`config.mk`:
```
export PLATFORM = sky130hd
export DESIGN_NAME = pack_arb_sched_flat
export DESIGN_NICKNAME = d
export VERILOG_FILES = /design/src/rtl/pack_arb_sched_if.sv /design/src/rtl/pack_arb_sched.sv /design/src/flat_wrapper.sv
export SDC_FILE = /design/constraint.sdc
export NUM_CORES = 1
export LEC_CHECK = 0
export ABC_AREA = 1
export CORE_ASPECT_RATIO = 0.75
export CORE_UTILIZATION = 45
export DETAILED_ROUTE_END_ITERATION = 6
export GPL_ROUTABILITY_DRIVEN = 0
export PLACE_DENSITY_LB_ADDON = 0.15
export SYNTH_ARGS = -nofsm -noshare
export SYNTH_HDL_FRONTEND = slang
export SYNTH_SLANG_ARGS = --single-unit
```
`constraint.sdc`:
```
create_clock -name clk -period 7.9 [get_ports clk]
set_input_delay 1.58 -clock clk [delete_from_list [all_inputs] [get_ports clk]]
set_output_delay 1.58 -clock clk [all_outputs]
set_load 0.03 [all_outputs]
```
`src/rtl/pack_arb_sched_if.sv`:
```
// Bundle of the two byte-source streams and the packed-word write port of pack_arb_sched.
// The master view belongs to the packer; the slave view belongs to the sources and memory side.
interface pack_arb_sched_if #(
  parameter int ADDR_W = 10
);
  logic              s0_valid;
  logic [7:0]        s0_data;
  logic              s0_ready;
  logic              s1_valid;
  logic [7:0]        s1_data;
  logic              s1_ready;
  logic              wr_req;
  logic [ADDR_W-1:0] wr_addr;
  logic [31:0]       wr_data;
  logic              wr_ack;
  logic [1:0]        frame_done;
  logic              busy;

  modport master (
    input  s0_valid, s0_data, s1_valid, s1_data, wr_ack,
    output s0_ready, s1_ready, wr_req, wr_addr, wr_data, frame_done, busy
  );

  modport slave (
    output s0_valid, s0_data, s1_valid, s1_data, wr_ack,
    input  s0_ready, s1_ready, wr_req, wr_addr, wr_data, frame_done, busy
  );
endinterface

```
`src/rtl/pack_arb_sched.sv`:
```
// Packs four bytes from one of two round-robin arbitrated sources into a 32-bit word
// and writes it to that source's circular region, pulsing frame_done when the region wraps.
module pack_arb_sched #(
  parameter int ADDR_W = 10,
  parameter int BASE0  = 0,
  parameter int BASE1  = 512,
  parameter int DEPTH  = 512
) (
  input  logic               clk,
  input  logic               rst,
  pack_arb_sched_if.master   bus
);
  typedef enum logic [1:0] {IDLE = 2'd0, GATHER = 2'd1, WRITE = 2'd2} state_t;

  localparam logic [ADDR_W-1:0] L_BASE0 = ADDR_W'(BASE0);
  localparam logic [ADDR_W-1:0] L_BASE1 = ADDR_W'(BASE1);
  localparam logic [ADDR_W-1:0] L_LAST  = ADDR_W'(DEPTH - 1);

  state_t            r_state;
  state_t            w_next_state;
  logic              r_grant;
  logic              r_last_grant;
  logic [1:0]        r_byte_cnt;
  logic [23:0]       r_word;
  logic [ADDR_W-1:0] r_ptr [2];
  logic              r_wr_req;
  logic [ADDR_W-1:0] r_wr_addr;
  logic [31:0]       r_wr_data;
  logic [1:0]        r_frame_done;

  logic              w_any_valid;
  logic              w_grant_sel;
  logic              w_accept;
  logic              w_ack;
  logic              w_wrap;
  logic [7:0]        w_data;
  logic [ADDR_W-1:0] w_base;
  logic [ADDR_W-1:0] w_ptr_nxt;

  assign w_any_valid = bus.s0_valid | bus.s1_valid;
  // On a tie the source that did not win last time gets the word; a lone requester always wins.
  assign w_grant_sel = (bus.s0_valid && bus.s1_valid) ? ~r_last_grant : bus.s1_valid;
  assign w_data      = r_grant ? bus.s1_data : bus.s0_data;
  assign w_accept    = (r_state == GATHER) && (r_grant ? bus.s1_valid : bus.s0_valid);
  assign w_ack       = (r_state == WRITE) && bus.wr_ack;
  assign w_base      = r_grant ? L_BASE1 : L_BASE0;
  assign w_wrap      = (r_ptr[r_grant] == L_LAST);
  assign w_ptr_nxt   = w_wrap ? '0 : r_ptr[r_grant] + ADDR_W'(1);

  assign bus.s0_ready   = (r_state == GATHER) && !r_grant;
  assign bus.s1_ready   = (r_state == GATHER) && r_grant;
  assign bus.wr_req     = r_wr_req;
  assign bus.wr_addr    = r_wr_addr;
  assign bus.wr_data    = r_wr_data;
  assign bus.frame_done = r_frame_done;
  assign bus.busy       = (r_state != IDLE);

  // NOTE: the default ahead of the case keeps every path assigned, so no latch is inferred.
  always_comb begin
    w_next_state = r_state;
    case (r_state)
      IDLE:    if (w_any_valid) w_next_state = GATHER;
      GATHER:  if (w_accept && r_byte_cnt == 2'd3) w_next_state = WRITE;
      WRITE:   if (bus.wr_ack) w_next_state = IDLE;
      default: w_next_state = IDLE;
    endcase
  end

  // NOTE: state is updated with non-blocking assignments so every register samples pre-edge values.
  always_ff @(posedge clk or posedge rst) begin
    if (rst) begin
      r_state      <= IDLE;
      r_grant      <= 1'b0;
      r_last_grant <= 1'b1;
      r_byte_cnt   <= 2'd0;
      r_word       <= '0;
      // NOTE: the two pointers are plain flops, not a RAM, so they take the reset like any register.
      r_ptr[0]     <= '0;
      r_ptr[1]     <= '0;
      r_wr_req     <= 1'b0;
      r_wr_addr    <= '0;
      r_wr_data    <= '0;
      r_frame_done <= '0;
    end else begin
      r_state      <= w_next_state;
      r_frame_done <= '0;

      if (r_state == IDLE && w_any_valid) begin
        r_grant    <= w_grant_sel;
        r_byte_cnt <= 2'd0;
      end

      if (w_accept) begin
        r_byte_cnt <= r_byte_cnt + 2'd1;
        case (r_byte_cnt)
          2'd0: r_word[7:0]   <= w_data;
          2'd1: r_word[15:8]  <= w_data;
          2'd2: r_word[23:16] <= w_data;
          default: begin
            r_wr_req  <= 1'b1;
            r_wr_data <= {w_data, r_word};
            r_wr_addr <= w_base + r_ptr[r_grant];
          end
        endcase
      end

      // Address and data stay parked after the ack; only wr_req signals a live write.
      if (w_ack) begin
        r_wr_req                <= 1'b0;
        r_last_grant            <= r_grant;
        r_ptr[r_grant]          <= w_ptr_nxt;
        r_frame_done[r_grant]   <= w_wrap;
      end
    end
  end
endmodule

```
`src/flat_wrapper.sv`:
```
// flat-port wrapper written by rule: the top's interface ports become plain ports
module pack_arb_sched_flat 
#(
  parameter int ADDR_W = 10,
  parameter int BASE0  = 0,
  parameter int BASE1  = 512,
  parameter int DEPTH  = 512
)
  (clk, rst, bus_s0_valid, bus_s0_data, bus_s1_valid, bus_s1_data, bus_wr_ack, bus_s0_ready, bus_s1_ready, bus_wr_req, bus_wr_addr, bus_wr_data, bus_frame_done, bus_busy);
  pack_arb_sched_if #(.ADDR_W(ADDR_W)) bus_i ();
  input  logic clk;
  input  logic rst;
  input wire logic [$bits(bus_i.s0_valid)-1:0] bus_s0_valid;
  input wire logic [$bits(bus_i.s0_data)-1:0] bus_s0_data;
  input wire logic [$bits(bus_i.s1_valid)-1:0] bus_s1_valid;
  input wire logic [$bits(bus_i.s1_data)-1:0] bus_s1_data;
  input wire logic [$bits(bus_i.wr_ack)-1:0] bus_wr_ack;
  output wire logic [$bits(bus_i.s0_ready)-1:0] bus_s0_ready;
  output wire logic [$bits(bus_i.s1_ready)-1:0] bus_s1_ready;
  output wire logic [$bits(bus_i.wr_req)-1:0] bus_wr_req;
  output wire logic [$bits(bus_i.wr_addr)-1:0] bus_wr_addr;
  output wire logic [$bits(bus_i.wr_data)-1:0] bus_wr_data;
  output wire logic [$bits(bus_i.frame_done)-1:0] bus_frame_done;
  output wire logic [$bits(bus_i.busy)-1:0] bus_busy;
  assign bus_i.s0_valid = bus_s0_valid;
  assign bus_i.s0_data = bus_s0_data;
  assign bus_i.s1_valid = bus_s1_valid;
  assign bus_i.s1_data = bus_s1_data;
  assign bus_i.wr_ack = bus_wr_ack;
  assign bus_s0_ready = bus_i.s0_ready;
  assign bus_s1_ready = bus_i.s1_ready;
  assign bus_wr_req = bus_i.wr_req;
  assign bus_wr_addr = bus_i.wr_addr;
  assign bus_wr_data = bus_i.wr_data;
  assign bus_frame_done = bus_i.frame_done;
  assign bus_busy = bus_i.busy;
  pack_arb_sched #(.ADDR_W(ADDR_W), .BASE0(BASE0), .BASE1(BASE1), .DEPTH(DEPTH)) u_core (.clk(clk), .rst(rst), .bus(bus_i));
endmodule
```
==> results.yml, run 1 <==
worst_setup_path:
  critPathMaxStageDelay_ns: 1.01
  crit_chain: "inv_4 > nor2_1 > clkdlybuf4s50_1"
  slowest_stage: "dfrtp_1"
  worstReg2RegStart: "u_core.r_grant"
  crit_required_ns: 6.32
  crit_path_start: "u_core.r_grant"
  critPathMaxFanout: 26
  startpoint_type: "flip-flop"
  crit_path_end_kind: "primary output"
  crit_arrival_ns: 2.51
  critPathKind: "flip-flop to primary output"
cts:
  tritoncts: "done"
  cts_repair_resize_count: 0
  htree_levels: 3
  hold_buffers: 0
  cts-root-buf: "clkbuf_16"
  cts_buffer_depth: 2
  clkLatencyLatePin_ns: 0.34
  cts_buffers: 9
  clkSinkCount: 95
  clk_pin_slew_worst_paths_ns: 0.06
  post_cts_buffers: 0
worst_hold_path:
  worstHoldPathType: "flip-flop to flip-flop"
  hp-start: "u_core.r_ptr[15]"
synthesis:
  syn_avg_cell_area_um2: 8.91
  synth_seq_cells: 95
  ys_types: 31
  synth_ff_type: "dfrtp_1"
  syn_inst: 491
  synth_nets: 518
  synth_edf_count: 0
  syn_area_um2: 4370
  yosys_warnings: 0
  ys_seq_area_frac: 0.544
  synth-async-reset-ratio: 1.00
placement:
  hpwl_um: 6350
  numPortBuffers: 68
  place_ws_ns: 4.00
  dp.cells: 670
die:
  die_area_um2: 10100
  core-area_um2: 9230
  rows: 30
  start_util: 0.474
  top_level_ports: 69
  die_h_um: 87.4
  die_x_um: 116
finish:
  diodes: 0
  final_common_cell: "nand2_1"
  drive_gt1_frac: 0.124
  fillers: 863
  multi_input_area_um2: 1620
  final_nets: 580
  mostFrequentLayoutCells: "194 x nand2_1, 94 x dfrtp_1, 68 x clkdlybuf4s50_1"
  final_cells: 686
  areaGrowthSynthToFinish_pct: 22.1
  seq_area_um2: 2380
pwr:
  vdd_ir_drop_max_mv: 0.199
  p_per_area_nw_per_um2: 366
  leakage_nw: 2.56
sta:
  fin_crit_ns: 4.09
  max_slew_margin: 0.243
  fin_tns_setup_ns: 0
  setup-violations-final: 0
  clock.fmax_mhz: 244
  rsz0062_at_grt: "false"
  worst_slew_pin_slew_ns: 1.14
  finalHoldViolations: 0
  layout_setup_ws_ns: 3.81
  fin_crit_sh: 0.518
  hold-worst-slack_ns: 0.479
  clock-skew-final_ns: 0.00948
  slew_viol_final: 0
route:
  vias: 3267
  antenna_left: 0
  first_pass_iters: 4
  avgRoutedWirePerCell_um: 13.4
  viasPerCell: 4.76
  drc: 0
  drtIter0Drc: 163
  routed_wl_um: 9220
run:
  cap_violations: 0
global_route:
  grt_pass1_vias: 3052
  grt_max_degree: 91
  antenna_found_initial: 0
  grt.overflow.total: 0
  grt_pass1_wl_um: 15300
  grt_usage: 0.204
run_status:
  status: "finished, final reports clean"
## logic make-up after synthesis
logic type | synth area share
multiplexers | 0.00257
buffers and inverters | 0.0853
XOR/XNOR | 0.00200
flip-flops | 0.544
adder cells (fa/ha/maj) | 0.0172
AO/OA/AOI/OAI | 0.111
AND/OR/NAND/NOR | 0.238
## through the flow
step	total power, mW	util	area, µm²
after CTS	1.98	0.578	5340
after detailed placement	1.56	0.549	5070
final	1.95	0.578	5340
after global placement	1.54	0.549	5070
after floorplan	1.29	-	4370
after global routing	2.09	0.578	5340
## routing by layer
layer | share of wire | wire (µm) | vias to the layer above | global-route usage
met5 | 0 | 0 | - | 0
met4 | 0.0057 | 53 | 0 | 0.0420
met3 | 0.064 | 586 | 4 | 0.0605
met2 | 0.43 | 3940 | 87 | 0.284
met1 | 0.50 | 4640 | 1521 | 0.310
li1 | - | - | 1655 | -
## final cells by class
class	instances	area share
inverters	54	0.0396
repair buffers	70	0.130
flip-flops and latches	95	0.445
clock inverters	5	0.00773
well taps	128	0.0300
clock buffers	11	0.0436
multi-input cells	323	0.304
## power by group
part / switching [mW] / leakage, nW / internal (mW) / total [mW]
clock network: 0.187 / 0.127 / 0.216 / 0.404
registers: 0.0987 / 1.23 / 0.647 / 0.746
logic: 0.513 / 1.20 / 0.292 / 0.805
## worst paths after layout
check                                        end  slack (ns)  depth (start not counted)
min in group asynchronous  u_core.bus.wr_addr[5]        1.42                          2
hold / removal                  u_core.r_ptr[15]        0.48                          2
max in group asynchronous  u_core.bus.wr_data[3]        5.16                          3
setup / recovery                    bus_s1_ready        3.81                          3
setup reg to reg               u_core.bus.wr_req        5.06                          7
hold reg to reg                 u_core.r_ptr[15]        0.48                          2
## cell usage after synthesis, types with 7 or more instances
master   count  area share
o21ai_1     18       0.021
buf_6       11       0.028
nand2_1    194        0.17
dfrtp_1     94        0.54
nor2_4       7       0.018
inv_1       51       0.044
nor2_1       7      0.0060
o21ai_0     33       0.038
nand2_2      8       0.011
o21ai_2     23       0.046
nand3_1      9       0.010
## worst max-delay path, delay by kind of cell, from the launching register on
family	cells	cell delay, ns
buffers and inverters	2	0.98
flip-flops	1	1.01
AND/OR/NAND/NOR	1	0.19
## state kept, by name, summed over array words and instances, names as in the netlist
signal / cells
u_core.bus.wr_data: 32
u_core.r_word: 24
u_core.r_ptr: 20
u_core.bus.wr_addr: 10
u_core.bus.frame_done: 2
u_core.r_byte_cnt: 2
u_core.r_state: 2
u_core.bus.wr_req: 1
u_core.r_grant: 1
u_core.r_last_grant: 1
(Power assumes the default switching activity.)
==> run 2: changes to the inputs <==
==> constraint.sdc (replaced) <==
create_clock -name clk -period 3.55 [get_ports clk]
set_input_delay 0.71 -clock clk [delete_from_list [all_inputs] [get_ports clk]]
set_output_delay 0.71 -clock clk [all_outputs]
set_load 0.03 [all_outputs]
==> run 2 against run 1 <==
  * Clock power rose by 120%
  * Combinational power increased by 130%
  * Power is 120% higher
  * Worst hold slack barely moved
  * Final cell count increased by 0.29%
  * Largest cell class unchanged
  * Critical path depth is the same
  * Clock-buffer cell count unchanged
  * Largest power group unchanged
  * Sequential share of layout area decreased by 0.34 points
  * Cell area is 0.77% higher
  * Worst setup slack got worse by 2.9 ns
==> results.yml, run 2 (synthesized netlist as in run 1, its figures left out) <==
run:
  cap_violations: 0
finish:
  drive_gt1_frac: 0.129
  mostFrequentLayoutCells: "194 x nand2_1, 94 x dfrtp_1, 68 x clkdlybuf4s50_1"
  final_nets: 582
  areaGrowthSynthToFinish_pct: 23.1
  diodes: 0
  final_common_cell: "nand2_1"
  largest_register_ff_count: 32
  final_cells: 688
pwr:
  p_per_area_nw_per_um2: 808
  leakage_nw: 2.59
  vdd_ir_drop_max_mv: 0.532
die:
  start_util: 0.474
  die_area_um2: 10100
  core-area_um2: 9230
  rows: 30
  top_level_ports: 69
  die_x_um: 116
  die_h_um: 87.4
cts:
  htree_levels: 3
  tritoncts: "done"
  cts-root-buf: "clkbuf_16"
  cts_buffer_depth: 2
  cts_buffers: 9
  cts_repair_resize_count: 0
  clkSinkCount: 95
  post_cts_buffers: 0
  hold_buffers: 0
  clk_pin_slew_worst_paths_ns: 0.06
  clkLatencyLatePin_ns: 0.34
worst_hold_path:
  hp-start: "u_core.r_ptr[17]"
  worstHoldPathType: "flip-flop to flip-flop"
worst_setup_path:
  critPathMaxFanout: 23
  crit_path_start: "u_core.r_grant"
  crit_required_ns: 2.84
  worstReg2RegStart: "u_core.r_grant"
  crit_arrival_ns: 1.91
  critPathKind: "flip-flop to primary output"
  startpoint_type: "flip-flop"
  crit_path_end_kind: "primary output"
route:
  vias: 3252
  antenna_left: 0
  viasPerCell: 4.73
  first_pass_iters: 5
  routed_wl_um: 8930
  drtIter0Drc: 247
  avgRoutedWirePerCell_um: 13.0
  drc: 0
placement:
  hpwl_um: 6340
  dp.cells: 672
  numPortBuffers: 68
sta:
  rsz0062_at_grt: "false"
  clock-skew-final_ns: 0.00578
  max_slew_margin: 0.565
  worst_slew_pin_slew_ns: 0.653
  setup-violations-final: 0
  slew_viol_final: 0
  fin_crit_sh: 0.737
  fin_crit_ns: 2.62
  clock.fmax_mhz: 382
  fin_tns_setup_ns: 0
  finalHoldViolations: 0
global_route:
  grt_pass1_vias: 2949
  grt_max_degree: 56
  grt_pass1_wl_um: 14800
  grt.overflow.total: 0
  grt_usage: 0.192
  antenna_found_initial: 0
run_status:
  status: "finished, final reports clean"
-- run 2: final timing paths --
kind	end	slack, ns	depth (start not counted)
worst max register to register	u_core.r_ptr[11]	1.45	9
min in group asynchronous	u_core.bus.wr_addr[6]	0.76	2
max in group asynchronous	u_core.bus.wr_data[28]	2.06	3
worst max-delay path	bus_s1_ready	0.93	3
worst min register to register	u_core.r_ptr[17]	0.48	2
worst min-delay path	u_core.r_ptr[17]	0.48	2
-- run 2: stage by stage --
| step | utilization | hold slack [ns] | power [mW] | area, µm² | worst slack (ns) |
|---|---|---|---|---|---|
| finish | 0.583 | 0.479 | 4.35 | 5380 | 0.933 |
| detailed placement | 0.553 | 0.466 | 3.49 | 5110 | 1.01 |
| CTS | 0.583 | 0.479 | 4.40 | 5380 | 0.897 |
| global placement | 0.553 | 0.461 | 3.45 | 5110 | 1.06 |
| global route | 0.583 | 0.489 | 4.63 | 5380 | 0.834 |
| floorplan | - | 0.438 | 2.88 | 4370 | 0.365 |
-- run 2: metal layers --
metal	vias up	routed length, µm	track usage
li1	1652	-	-
met5	-	0	0
met2	83	3820	0.271
met3	9	525	0.0473
met1	1508	4500	0.292
met4	0	97	0.0524
-- run 2: power by group --
group | switching, mW | leakage (nW) | internal, mW
Clock | 0.395 | 0.140 | 0.494
Sequential | 0.185 | 1.23 | 1.44
Combinational | 1.17 | 1.22 | 0.661
Total | 1.75 | 2.59 | 2.60
-- run 2: final cells by class --
cell class                 instances  area (µm²)
tap                              128         160
clock buffer                      11         243
clock inverter                     5        32.5
sequential                        95        2380
inverter                          54         211
fill                             867        3850
timing repair buffer              72         736
multi-input combinational        323        1620
-- run 2: critical path, stage by stage, from the launching register on --
cell and delay [ns]:
dfrtp_1 0.53, inv_4 0.20, nor2_1 0.15, clkdlybuf4s50_1 0.68
